===== config.mk =====
export PLATFORM = sky130hd
export DESIGN_NAME = dmem_arbiter
export DESIGN_NICKNAME = d
export VERILOG_FILES = /design/src/rtl/dmem_arbiter.sv
export SDC_FILE = /design/constraint.sdc
export NUM_CORES = 1
export LEC_CHECK = 0
export BUFFER_PORTS_ARGS = -buffer_cell sky130_fd_sc_hd__buf_2
export CAP_MARGIN = 20
export CORE_AREA = 2 2 109 111
export CTS_CLUSTER_SIZE = 24
export DETAILED_ROUTE_END_ITERATION = 12
export DIE_AREA = 0 0 111 113
export PLACE_DENSITY = 0.65
export SLEW_MARGIN = 5
export SYNTH_ARGS = -nofsm -noshare
export SYNTH_HDL_FRONTEND = slang
export SYNTH_SLANG_ARGS = --single-unit

===== constraint.sdc =====
create_clock -name clk -period 1.45 [get_ports clk]
set_input_delay 0.29 -clock clk [delete_from_list [all_inputs] [get_ports clk]]
set_output_delay 0.29 -clock clk [all_outputs]
set_load 0.005 [all_outputs]

===== src/rtl/dmem_arbiter.sv =====
// Purpose: shares one single-port synchronous data RAM between the CPU MEM stage (c_) and the UART loader (u_).
// Latency: counted from the cycle a request is seen in IDLE, a write completes in cycle 2 and a read in cycle 3.
// Backpressure: one access in flight; a waiting requester holds its request until its done pulse (c_stall for CPU).
//
// Parameters : ADDR_W RAM word-address width (depth 2**ADDR_W), DATA_W data width.
// Ports      : clk, rst (async, active-high)
//              c_req/c_we/c_addr/c_wdata -> c_rdata/c_done/c_stall   CPU side
//              u_req/u_we/u_addr/u_wdata -> u_rdata/u_done           loader side
//              err                    pulses with done when the granted address is out of range
//              ram_addr/ram_din/ram_we -> RAM, ram_dout <- RAM (one-cycle read latency)
// Build opt  : define DMEM_ARB_RR_EN for round-robin tie-breaking; by default the loader has fixed priority.
module dmem_arbiter #(
  parameter int ADDR_W = 14,
  parameter int DATA_W = 32
) (
  input  logic              clk,
  input  logic              rst,
  input  logic              c_req,
  input  logic              c_we,
  input  logic [31:0]       c_addr,
  input  logic [DATA_W-1:0] c_wdata,
  output logic [DATA_W-1:0] c_rdata,
  output logic              c_done,
  output logic              c_stall,
  input  logic              u_req,
  input  logic              u_we,
  input  logic [31:0]       u_addr,
  input  logic [DATA_W-1:0] u_wdata,
  output logic [DATA_W-1:0] u_rdata,
  output logic              u_done,
  output logic              err,
  output logic [ADDR_W-1:0] ram_addr,
  output logic [DATA_W-1:0] ram_din,
  output logic              ram_we,
  input  logic [DATA_W-1:0] ram_dout
);

  typedef enum logic [1:0] {
    IDLE   = 2'd0,
    ACCESS = 2'd1,
    RDATA  = 2'd2
  } state_t;

  state_t state, stateNext;

  // Captured transaction; owner 0 = CPU, 1 = loader.
  logic              owner;
  logic              weR;
  logic              inRangeR;
  logic [ADDR_W-1:0] addrR;
  logic [DATA_W-1:0] wdataR;

  logic              anyReq;
  logic              grantNow;
  logic              grantLdr;
  logic              selWe;
  logic              selInRange;
  logic [31:0]       selAddr;
  logic [DATA_W-1:0] selWdata;
  logic              doneNow;
  logic [DATA_W-1:0] rdataNow;

  assign anyReq   = c_req | u_req;
  assign grantNow = (state == IDLE) & anyReq;

`ifdef DMEM_ARB_RR_EN
  // rrPtr names the port favoured on a tie; after each grant it points at the port that lost.
  logic rrPtr;

  always_comb begin
    grantLdr = u_req;
    if (c_req && u_req) grantLdr = rrPtr;
  end

  always_ff @(posedge clk or posedge rst) begin
    if (rst) begin
      rrPtr <= 1'b0;
    end else if (grantNow) begin
      rrPtr <= ~grantLdr;
    end
  end
`else
  // Loader wins whenever it asks; a lone CPU request is still granted.
  assign grantLdr = u_req;
`endif

  assign selWe    = grantLdr ? u_we    : c_we;
  assign selAddr  = grantLdr ? u_addr  : c_addr;
  assign selWdata = grantLdr ? u_wdata : c_wdata;

  // Anything above the RAM's byte range is out of range; byte-offset bits [1:0] carry no meaning.
  assign selInRange = ((selAddr >> (ADDR_W + 2)) == 32'd0);

  logic unusedByteOffset;
  assign unusedByteOffset = ^selAddr[1:0];

  always_ff @(posedge clk or posedge rst) begin
    if (rst) begin
      state    <= IDLE;
      owner    <= 1'b0;
      weR      <= 1'b0;
      inRangeR <= 1'b0;
      addrR    <= '0;
      wdataR   <= '0;
    end else begin
      state <= stateNext;
      if (grantNow) begin
        owner    <= grantLdr;
        weR      <= selWe;
        inRangeR <= selInRange;
        addrR    <= selAddr[ADDR_W+1:2];
        wdataR   <= selWdata;
      end
    end
  end

  // ram_we is decoded from state so that an async reset drops it in the same cycle.
  always_comb begin
    stateNext = state;
    doneNow   = 1'b0;
    rdataNow  = '0;
    ram_we    = 1'b0;
    unique case (state)
      IDLE: begin
        if (anyReq) stateNext = ACCESS;
      end
      ACCESS: begin
        ram_we = weR & inRangeR;
        if (weR) begin
          doneNow   = 1'b1;
          stateNext = IDLE;
        end else begin
          stateNext = RDATA;
        end
      end
      RDATA: begin
        doneNow   = 1'b1;
        if (inRangeR) rdataNow = ram_dout;
        stateNext = IDLE;
      end
      default: stateNext = IDLE;
    endcase
  end

  // RAM address/data come straight from the capture registers, so they hold between accesses.
  assign ram_addr = addrR;
  assign ram_din  = wdataR;

  assign c_done  = doneNow & ~owner;
  assign u_done  = doneNow & owner;
  assign c_rdata = owner ? '0 : rdataNow;
  assign u_rdata = owner ? rdataNow : '0;
  assign err     = doneNow & ~inRangeR;
  assign c_stall = c_req & ~c_done;

endmodule


-- Yosys cells after proc, flatten, opt, wreduce, memory -nomap -nowiden
Cells that the tools add are included.
- logic and storage cells: 34
- input bits: 166
- bits in registers: 51
- bitwise logic cells: 10
- equal/unequal tests: 3
- reductions and logical operators: 2
- mux-type cells: 13
- operator list (operator ; count):
    $mux W32 ; 6
    $logic_not A32 Y1 ; 1
    $and A1 B1 Y1 ; 6
    $mux W2 ; 2
    $pmux W2 S2 ; 1
    $mux W1 ; 3
    $not A1 Y1 ; 3
    $eq A2 B1 Y1 const B ; 1
    $eq A2 B2 Y1 const B ; 1
    $logic_not A2 Y1 ; 1
    $ne A2 B2 Y1 const B ; 1
    $pmux W1 S2 ; 1
    $or A1 B1 Y1 ; 1

-- Logic depth before layout (Yosys ltp)
Gate-level depths: netlist of the first run.
- word-level depth: 5
- gate-level depth with buffers: 7
- mapped depth without buffers: 6

-- Worst setup path after synthesis of the first run
Ideal clock, no wire load.
- path kind: register to output
- start: reg state[0]
- end: out u_rdata[10]
- cell stages (with the launch flop): 6
- arrival: 1.162 ns
- slack: -0.002 ns
- path buffers: 1
- data required time: 1.160 ns
- cells stage by stage: dfrtp_1 inv_1 ha_1 and3_1 clkbuf_1 and2_1
- longest elaborated chain between the ends: 3
- RTL lines (element ; RTL line ; text):
    start, declared ; 44 ; state_t state, stateNext;
    start signal, assigned ; 106 ; state <= stateNext;
    $eq A2 B2 Y1 ; 123 ; unique case (state)
    $mux W32 ; 123 ;
    $mux W32 ; 152 ; assign u_rdata = owner ? rdataNow : '0;
    end, declared ; 29 ; output logic [DATA_W-1:0] u_rdata,
Every way passes these cells.

-- Final worst setup path of the first run
- start: reg state[1]
- end: out c_rdata[24]
- longest elaborated chain between the ends: 3
- RTL lines (element ; RTL line ; text):
    $eq A2 B2 Y1 ; 123 ;
    $mux W32 ; 123 ;
    $mux W32 ; 151 ; assign c_rdata = owner ? '0 : rdataNow;
    end, declared ; 22 ; output logic [DATA_W-1:0] c_rdata,
Every way passes these cells.

==> results_tabular.tex, run 1 <==
\begin{tabular}{lr}
\hline
Metric & Value \\
\hline
\multicolumn{2}{l}{\textbf{Power and ir drop}} \\
Power density normalized to cell area & between 1000 and 1500 nW/um\^{}2 \\
Total power consumption of the routed design & 6.48 mW \\
Worst supply voltage drop on vdd & 0.000750 V \\
Leakage power total & 2.84 nW \\
\multicolumn{2}{l}{\textbf{Global routing}} \\
Global-route usage over all layers & 16.1\% \\
Maximum number of pins on one net before global-route repair & 52 \\
Via count of the first global-routing pass & 3,362 \\
Congestion Overflow GR & 0 \\
Initial antenna violation count & 0 \\
Wire length of the first global-routing pass & 16.4 mm \\
\multicolumn{2}{l}{\textbf{Setup path}} \\
Launching instance or port of the critical path & state[1] \\
Critical path class & reg2out \\
Kind of launch point of the worst setup path & flip-flop \\
CP required & 1.16 ns \\
Flop2flop setup slack & about 0.1 ns \\
Critical path fanouts, max & 16 \\
Beginning of the worst register-to-register path & state[0] \\
Critical path data arrival time & 1.55 ns \\
CP Capture Type & output port \\
\multicolumn{2}{l}{\textbf{Placed design}} \\
Placed standard-cell area & 4560 sq um \\
IO Port Bufs & 276 \\
RD Place Congestion & 0.964 \\
Placed cells & 728 \\
Detailed placement HPWL & 8.39 mm \\
\multicolumn{2}{l}{\textbf{Status}} \\
Status & complete, but fails checks \\
Violations in the final reports & setup timing \\
\multicolumn{2}{l}{\textbf{Finish}} \\
Most frequent cells in the layout & buf\_2 (258), dfrtp\_1 (51), nand2\_1 (49) \\
Antenna Cells & 0 \\
Utilization of the core after routing & 44.6\% \\
Fill cell count & about 1,100 \\
Final-stage net count & 768 \\
Layout overhead on the synthesized area & 71.6\% \\
Most common library cell in the layout ignoring fill and taps & buf\_2 \\
Count of non-filler cells in the finished layout & 743 \\
Post-route standard cell area excluding fillers & 5020 sq um \\
Proportion of layout cells with a drive suffix above 1 & 55.7\% \\
\multicolumn{2}{l}{\textbf{Clocking}} \\
TritonCTS clock tree & yes \\
H-tree Lvls & 2 \\
Clock Pin Slew Worst Setup and Hold Paths & 0.08 ns \\
Post-CTS Hold Fix Bufs & 0 \\
Number of clock sinks & 51 \\
Root cell of the clock tree & clkbuf\_16 \\
Buffer depth of the longest clock path & 2 \\
Clock latency on the worst-skew pair & 0.29 ns \\
Number of buffers created by CTS & 5 \\
\multicolumn{2}{l}{\textbf{STA}} \\
Highest achievable clock rate & 0.543 GHz \\
Setup slack after layout & -0.392 ns \\
Max-slew violation count & 0 \\
Slew of the pin with the lowest slew margin & 0.316 ns \\
Final-report hold violation count & 0 \\
Clock skew & 0.00900 ns \\
Finish-stage setup viols & 69 \\
Rel. slew slack & between 70\% and 80\% \\
Final critical delay including setup and external delays & roughly 1.8 ns \\
RSZ-0062 raised after global routing & yes \\
Share of the cycle needed by the critical path after routing & 127\% \\
\multicolumn{2}{l}{\textbf{Drt}} \\
Total detailed-routing wirelength & 10.5 mm \\
Post-DR wirelength/cell & 14.2 um \\
Post-DRT Antenna Nets & 0 \\
First-pass iteration count of the detailed router & 4 \\
Routed vias & 3,263 \\
Drc violations & 0 \\
Detailed router's first-iteration violation count & between 90 and 100 \\
Detail-routed via count per cell & 4.39 \\
\multicolumn{2}{l}{\textbf{Synth}} \\
Mapped Cells & about 320 \\
Synthesized area per cell & slightly above 9 sq um \\
Number of different library cells in the post-synthesis netlist & 26 \\
Synth Warn \# & 0 \\
Synthesized cell area & between 2000 and 3000 sq um \\
Seq/Total Area, Yosys & between 40\% and 50\% \\
Count of state elements after synthesis & 51 \\
Post-synthesis net count & 487 \\
\multicolumn{2}{l}{\textbf{Die}} \\
Area of the core region & $\sim$11,000 sq um \\
DIE WIDTH & 111 um \\
Standard-cell rows & 39 \\
Number of top-level design ports & between 200 and 300 \\
Initial core utilization & 26.0\% \\
Area enclosed by the die boundary & 12,500 sq um \\
Die outline height & 113 um \\
\multicolumn{2}{l}{\textbf{Job}} \\
Max-capacitance violation count & 0 \\
\multicolumn{2}{l}{\textbf{Hold path}} \\
Worst hold path class & in2async \\
\hline
\end{tabular}
==> metal layers <==
metal  up-vias  routed length, um  GRT usage [%]
met5         -                  0              0
li1       1626                  -              -
met4         0                150           3.75
met2       154               5720           31.9
met3        10                755           3.70
met1      1473               3910           17.2
==> worst paths after layout <==
path	to	cells after the start
max reg2reg	ram_din[4]	7
max in group asynchronous	ram_addr[3]	3
max	c_rdata[24]	5
min in group clk	ram_din[7]	3
min	ram_addr[1]	3
min reg2reg	ram_addr[12]	2
==> report_power, final <==
group	switching (mW)	internal, mW
Combinational	1.40	1.38
Sequential	0.365	2.11
Clock	0.563	0.659
==> kinds of logic (layout without fill, tap and decap cells) <==
group | Yosys count | after routing | share of synthesized area [%]
mux | 47 | 47 | 16.1
flops | 51 | 51 | 43.6
fa+ha+maj | 3 | 3 | 1.28
compound gates | 55 | 55 | 10.1
simple gates | 136 | 136 | 24.4
buf+inv | 26 | 308 | 4.53
==> registers in the layout (all words and copies together), names as in the netlist <==
name / cells
ram_addr: 14
ram_din: 32
state: 2
weR: 1
owner: 1
inRangeR: 1
==> what timing repair did <==
action | in CTS | in global routing
endpoints found under the hold margin | 0 | 0
pin swaps | 15 | 3
gates cloned | 2 | 1
buffers inserted | 3 | 1
endpoints found under the setup margin | 69 | 69
gates resized for setup | 38 | 11
==> critical path, stage by stage (launching register included) <==
cell and delay, ns:
dfrtp_1 0.42, ha_4 0.18, and3_2 0.22, clkbuf_16 0.18
and2_1 0.15, buf_2 0.12
==> synthesized netlist by cell type <==
master	n	area, sq um
a22o_1	1	8.76
o21ai_1	48	240
mux2i_1	47	470
nand3b_1	1	7.51
inv_1	4	15.0
nor2_1	7	26.3
buf_2	7	35.0
buf_4	5	37.5
buf_6	1	11.3
ha_1	3	37.5
nor4b_1	1	8.76
nor4_2	1	12.5
clkbuf_1	9	33.8
nor4_1	3	18.8
nand4_1	2	12.5
and3_1	3	18.8
a22oi_1	1	7.51
a21o_1	2	15.0
dfrtp_1	51	1280
o21ai_2	1	8.76
nand2_1	50	188
a211oi_1	1	7.51
nor3_1	3	15.0
a21boi_1	1	7.51
nor2b_1	1	6.26
and2_1	64	400
==> per-stage QoR <==
| stage | setup slack, ns | TNS [ns] | hold WS, ns |
|---|---|---|---|
| CTS | -0.385 | -23.94 | 0.0647 |
| finish | -0.392 | -25.34 | 0.0546 |
| global placement | -0.210 | -4.77 | 0.382 |
| global route | -0.447 | -28.91 | 0.0732 |
| floorplan | -0.00215 | -0.129 | 0.339 |
| detailed placement | -0.234 | -7.19 | 0.384 |
==> layout make-up <==
type | instances | area, sq um | share of cell area, %
timing repair buffer | 296 | 1780 | 35.4
clock inverter | 3 | 27.5 | 0.548
clock buffer | 5 | 125 | 2.49
multi-input combinational | 241 | 1620 | 32.2
inverter | 4 | 18.8 | 0.374
sequential | 51 | 1280 | 25.4
tap | 143 | 179 | 3.56
Power figures use the tool's default switching activity.
==> run 2: changes to the inputs <==
--- a/config.mk
+++ b/config.mk
@@ -8,9 +8,11 @@
 export BUFFER_PORTS_ARGS = -buffer_cell sky130_fd_sc_hd__buf_2
 export CAP_MARGIN = 20
 export CORE_AREA = 2 2 109 111
+export CTS_BUF_LIST = sky130_fd_sc_hd__clkbuf_4 sky130_fd_sc_hd__clkbuf_8 sky130_fd_sc_hd__clkbuf_16
 export CTS_CLUSTER_SIZE = 24
 export DETAILED_ROUTE_END_ITERATION = 12
 export DIE_AREA = 0 0 111 113
+export GPL_TIMING_DRIVEN = 0
 export PLACE_DENSITY = 0.65
 export SLEW_MARGIN = 5
 export SYNTH_ARGS = -nofsm -noshare
==> run 2 against run 1 <==
Effect of this change:
- the flow still finishes with violations (setup timing)
- hold slack got worse by 0.024 ns
- fmax down 0.96%
- design area grew 9.7%
- first-iteration DRC count increased by 44%
- setup slack worse by 0.018 ns
- sequential power rose by 2%
- global-route usage rose by 2.0 points
- clock power hardly changed
- non-clock buffer count up 20
- wire length grew 16%
- critical endpoint is now c_rdata[9]
==> results_tabular.tex, run 2 (same netlist as run 1, synthesis figures left out) <==
\begin{tabular}{lr}
\hline
Metric & Value \\
\hline
\multicolumn{2}{l}{\textbf{Status}} \\
Status & complete, but fails checks \\
Violations in the final reports & setup timing \\
\multicolumn{2}{l}{\textbf{Die}} \\
Standard-cell rows & 39 \\
Area enclosed by the die boundary & around 13,000 sq um \\
DIE WIDTH & 111 um \\
Initial core utilization & 26.0\% \\
Die outline height & between 100 and 150 um \\
Number of top-level design ports & 281 \\
Area of the core region & around 11,000 sq um \\
\multicolumn{2}{l}{\textbf{Drt}} \\
First-pass iteration count of the detailed router & 4 \\
Post-DR wirelength/cell & 16.0 um \\
Total detailed-routing wirelength & 12.2 mm \\
Detail-routed via count per cell & 4.59 \\
Detailed router's first-iteration violation count & 143 \\
Routed vias & 3,499 \\
Post-DRT Antenna Nets & 0 \\
Drc violations & 0 \\
\multicolumn{2}{l}{\textbf{Clocking}} \\
Number of clock sinks & 51 \\
Buffer depth of the longest clock path & 2 \\
Clock Pin Slew Worst Setup and Hold Paths & 0.07 ns \\
H-tree Lvls & 2 \\
Clock latency on the worst-skew pair & around 0.29 ns \\
TritonCTS clock tree & yes \\
Number of buffers created by CTS & 5 \\
Post-CTS Hold Fix Bufs & 0 \\
Root cell of the clock tree & clkbuf\_16 \\
\multicolumn{2}{l}{\textbf{Global routing}} \\
Global-route usage over all layers & 18.1\% \\
Wire length of the first global-routing pass & 18.3 mm \\
Maximum number of pins on one net before global-route repair & 32 \\
Initial antenna violation count & 0 \\
Congestion Overflow GR & 0 \\
Via count of the first global-routing pass & 3,613 \\
\multicolumn{2}{l}{\textbf{Finish}} \\
Utilization of the core after routing & between 40 and 50\% \\
Most frequent cells in the layout & buf\_2 (240), dfrtp\_1 (51), nand2\_1 (49) \\
Layout overhead on the synthesized area & 88.2\% \\
Antenna Cells & 0 \\
Most common library cell in the layout ignoring fill and taps & buf\_2 \\
Multi-input gate area & $\sim$1700 sq um \\
Sequential cell area in the final layout & between 1000 and 1500 sq um \\
Fill cell count & 1,059 \\
Proportion of layout cells with a drive suffix above 1 & 61.6\% \\
Post-route standard cell area excluding fillers & around 5500 sq um \\
Number of flip-flops under the largest register name & 32 \\
Final-stage net count & 788 \\
Count of non-filler cells in the finished layout & 763 \\
\multicolumn{2}{l}{\textbf{STA}} \\
Setup slack after layout & -0.410 ns \\
Setup TNS & -24.63 ns \\
Rel. slew slack & 66.3\% \\
Max-slew violation count & 0 \\
Slew of the pin with the lowest slew margin & 0.505 ns \\
Highest achievable clock rate & between 0.5 and 0.6 GHz \\
Clock skew & 0.00931 ns \\
Final critical delay including setup and external delays & 1.86 ns \\
Share of the cycle needed by the critical path after routing & 128\% \\
RSZ-0062 raised after global routing & yes \\
Final-report hold violation count & 0 \\
Finish-stage setup viols & 69 \\
Worst hold slack & 0.0310 ns \\
\multicolumn{2}{l}{\textbf{Power and ir drop}} \\
Worst supply voltage drop on vdd & 0.000658 V \\
Total power consumption of the routed design & 7.33 mW \\
Leakage power total & 3.04 nW \\
Power density normalized to cell area & 1330 nW/um\^{}2 \\
\multicolumn{2}{l}{\textbf{Placed design}} \\
Placed standard-cell area & approximately 4500 sq um \\
RD Place Congestion & 1.01 \\
Detailed placement HPWL & 9.27 mm \\
Worst slack at placement & -0.370 ns \\
IO Port Bufs & 275 \\
Placed cells & 737 \\
\multicolumn{2}{l}{\textbf{Setup path}} \\
Cell-by-cell trace of the critical path & inv\_1 -> and3\_4 -> buf\_6 -> and2\_1 -> buf\_2 \\
Max incr delay on CP & 0.44 ns \\
CP Capture Type & output port \\
Worst path slowest cell & dfrtp\_1 \\
Kind of launch point of the worst setup path & flip-flop \\
Critical path fanouts, max & 8 \\
Critical path data arrival time & 1.57 ns \\
Flop2flop setup slack & 0.02 ns \\
Critical path class & reg2out \\
CP required & 1.16 ns \\
\multicolumn{2}{l}{\textbf{Job}} \\
Max-capacitance violation count & 0 \\
\multicolumn{2}{l}{\textbf{Hold path}} \\
Worst hold path class & in2async \\
\hline
\end{tabular}
run 2: changes by cell type in the layout (fill, tap and decap cells not counted), sizes merged:
cell,delta
inv,-1
clkinv,+1
clkbuf,+9
buf,+11
run 2: worst max-delay path: cells and delay by family (launching register included):
| family | cells | cell delay, ns |
|---|---|---|
| DFF | 1 | 0.44 |
| buffers and inverters | 3 | 0.40 |
| and+or+nand+nor | 2 | 0.45 |
run 2: per-layer routing:
metal	GRT usage [%]	part of all wire, %	up-vias
met5	0	0	-
met4	3.58	1.1	0
met3	3.05	6.1	12
met2	34.9	55	170
met1	21.0	38	1650
li1	-	-	1667
run 2: power by group:
part / leakage, nW / internal [mW] / switching [mW]
registers: 0.627 / 2.11 / 0.401
clock network: 0.0719 / 0.655 / 0.548
logic: 2.34 / 1.91 / 1.71
total: 3.04 / 4.67 / 2.66
run 2: final timing paths:
kind,from,to,cells past startpoint
setup / recovery,owner,c_rdata[9],5
hold / removal,rst,ram_din[20],2
setup reg to reg,state[0],ram_addr[10],8
hold reg to reg,ram_din[3],ram_din[3],2
max in group asynchronous,rst,ram_addr[8],3
min in group clk,c_wdata[21],ram_din[21],3
run 2: final cells by class:
class,count,share of cell area (%)
multi-input combinational,241,31.1
buffer,22,4.54
clock buffer,5,2.27
timing repair buffer,294,34.8
inverter,4,0.341
sequential,51,23.2
tap,143,3.25
clock inverter,3,0.500
run 2: what timing repair did:
item / in CTS / in global routing
gates resized for setup: 90 / 69
pin swaps: 26 / 14
gates cloned: 5 / 5
buffers inserted: 6 / 2
endpoints found under the setup margin: 117 / 117
==> run 3: changes to the inputs <==
--- a/config.mk
+++ b/config.mk
@@ -18,3 +18,4 @@
 export SYNTH_ARGS = -nofsm -noshare
 export SYNTH_HDL_FRONTEND = slang
 export SYNTH_SLANG_ARGS = --single-unit
+export TNS_END_PERCENT = 30
==> run 3 against run 2 <==
Effect of this change:
- the flow still finishes with violations (setup timing)
- sequential share of layout area is 1.3 points higher
- non-clock buffer count is 11 lower
- sequential cell count stayed put
- cell count is 1.4% lower
- design area is 5.4% lower
- total power is 12% lower
- via count is 1.7% lower
- wire length is 1.5% lower
==> results_tabular.tex, run 3 (same netlist as run 1, synthesis figures left out) <==
\begin{tabular}{lr}
\hline
Metric & Value \\
\hline
\multicolumn{2}{l}{\textbf{Setup path}} \\
Flop2flop setup slack & -0.18 ns \\
CP required & 1.16 ns \\
Critical path class & reg2out \\
Beginning of the worst register-to-register path & state[0] \\
CP Capture Type & output port \\
Reg-to-reg endpoint & ram\_din[5] \\
Kind of launch point of the worst setup path & flip-flop \\
Launching instance or port of the critical path & state[0] \\
Worst Reg2Reg Path Length in Cells & 8 \\
Critical path fanouts, max & 8 \\
Critical path data arrival time & around 1.6 ns \\
Termination of the worst setup path & c\_rdata[24] \\
\multicolumn{2}{l}{\textbf{Drt}} \\
First-pass iteration count of the detailed router & 4 \\
Total detailed-routing wirelength & 12.0 mm \\
Detailed router's first-iteration violation count & roughly 160 \\
Post-DRT Antenna Nets & 0 \\
Drc violations & 0 \\
Detail-routed via count per cell & 4.58 \\
Routed vias & 3,441 \\
Post-DR wirelength/cell & 16.0 um \\
\multicolumn{2}{l}{\textbf{STA}} \\
Finish-stage setup viols & 117 \\
Rel. slew slack & 66.3\% \\
Highest achievable clock rate & around 0.54 GHz \\
Setup slack after layout & -0.416 ns \\
Final critical delay including setup and external delays & between 1.5 and 2 ns \\
Setup TNS & -32.81 ns \\
Slew of the pin with the lowest slew margin & 0.504 ns \\
Final-report hold violation count & 0 \\
Max-slew violation count & 0 \\
Share of the cycle needed by the critical path after routing & 129\% \\
Clock skew & 0.00845 ns \\
RSZ-0062 raised after global routing & yes \\
\multicolumn{2}{l}{\textbf{Global routing}} \\
Via count of the first global-routing pass & about 3,600 \\
Congestion Overflow GR & 0 \\
Met2 Track Usage GR & about a third \\
Initial antenna violation count & 0 \\
Global-route usage over all layers & between 10\% and 20\% \\
Maximum number of pins on one net before global-route repair & 32 \\
Met3 usage in global routing & 3.21\% \\
Layer carrying the most global-route usage & met2 \\
Met1 track demand over resource in global routing & approximately a fifth \\
Wire length of the first global-routing pass & 18.1 mm \\
\multicolumn{2}{l}{\textbf{Finish}} \\
Final-stage net count & 777 \\
Fill cell count & 1,099 \\
Number of flip-flops under the largest register name & 32 \\
Proportion of layout cells with a drive suffix above 1 & 59.6\% \\
Most frequent cells in the layout & buf\_2 (238), dfrtp\_1 (51), nand2\_1 (49) \\
Most common library cell in the layout ignoring fill and taps & buf\_2 \\
Post-route standard cell area excluding fillers & 5210 sq um \\
Antenna Cells & 0 \\
Layout overhead on the synthesized area & 78.2\% \\
\multicolumn{2}{l}{\textbf{Placed design}} \\
RD Place Congestion & between 1 and 1.5 \\
Placed standard-cell area & 4510 sq um \\
IO Port Bufs & 275 \\
Detailed placement HPWL & slightly above 9 mm \\
\multicolumn{2}{l}{\textbf{Clocking}} \\
Number of buffers created by CTS & 5 \\
Post-CTS Hold Fix Bufs & 0 \\
Buffer depth of the longest clock path & 2 \\
TritonCTS clock tree & yes \\
Clock Pin Slew Worst Setup and Hold Paths & 0.07 ns \\
Root cell of the clock tree & clkbuf\_16 \\
Number of clock sinks & 51 \\
H-tree Lvls & 2 \\
Clock latency on the worst-skew pair & 0.29 ns \\
\multicolumn{2}{l}{\textbf{Power and ir drop}} \\
Total power consumption of the routed design & 6.46 mW \\
Worst supply voltage drop on vdd & 0.000643 V \\
Power density normalized to cell area & 1240 nW/um\^{}2 \\
Leakage power total & 2.91 nW \\
\multicolumn{2}{l}{\textbf{Die}} \\
Die outline height & 113 um \\
Area of the core region & between 10,000 and 15,000 sq um \\
Standard-cell rows & 39 \\
Area enclosed by the die boundary & 12,500 sq um \\
Number of top-level design ports & roughly 280 \\
Initial core utilization & approximately a quarter \\
DIE WIDTH & 111 um \\
\multicolumn{2}{l}{\textbf{Job}} \\
Max-capacitance violation count & 0 \\
\multicolumn{2}{l}{\textbf{Hold path}} \\
Worst hold path class & in2async \\
\multicolumn{2}{l}{\textbf{Status}} \\
Violations in the final reports & setup timing \\
Status & complete, but fails checks \\
\hline
\end{tabular}
==> run 3: changes by cell type in the layout (fill, tap and decap cells not counted), sizes merged <==
cell	change
buf	-8
clkbuf	-3
==> run 3: cell type report <==
type                    count  area, sq um  share of cell area (%)
well taps                 143          179                    3.43
flip-flops and latches     51         1280                    24.5
multi-input cells         241         1660                    31.7
clock buffers               5          125                    2.40
repair buffers            283         1730                    33.2
inverters                   4         18.8                   0.360
plain buffers              22          199                    3.82
clock inverters             3         27.5                   0.528
==> run 3: how the worst min path moves through the flow <==
stage                        endpoint  slack, ns        start
final                     ram_din[20]       0.03          rst
after global routing      ram_din[25]       0.06          rst
after CTS                 ram_din[22]       0.04          rst
after detailed placement  ram_din[20]       0.35          rst
after global placement    ram_addr[1]       0.47  ram_addr[1]
after floorplan              inRangeR       0.34          rst
==> run 3: through the flow <==
stage | setup WS (ns) | hold slack [ns] | utilization [%] | std cells
after floorplan | -0.00215 | 0.339 | - | 318
after global placement | -0.319 | 0.466 | 39.8 | 736
after detailed placement | -0.370 | 0.353 | 40.0 | 737
after CTS | -0.413 | 0.0356 | 44.4 | 751
after global routing | -0.480 | 0.0587 | 46.3 | 752
final | -0.416 | 0.0305 | 46.3 | 752
==> run 3: timing repair <==
action / 4_1_cts / 5_1_grt
cloned: 5 / 0
setup buffers: 1 / 1
gates resized for setup: 75 / 54
endpoints found under the setup margin: 117 / 117
pin swaps: 25 / 18
==> run 3: worst max-delay path, stage by stage, from the launching register on <==
cell,delay (ns)
dfrtp_1,0.40
inv_2,0.09
ha_4,0.14
and3_4,0.28
buf_8,0.13
and2_4,0.14
buf_6,0.10
==> run 3: report_power, final <==
group / total, mW / switching [mW] / internal, mW
logic: 2.76 / 1.48 / 1.29
clock network: 1.20 / 0.546 / 0.655
registers: 2.50 / 0.391 / 2.11
==> run 3: layer usage <==
layer	up-vias	routed length (um)	share of wire (%)
met2	171	6360	53
li1	1638	-	-
met5	-	0	0
met4	0	292	2.4
met3	16	739	6.2
met1	1616	4620	38
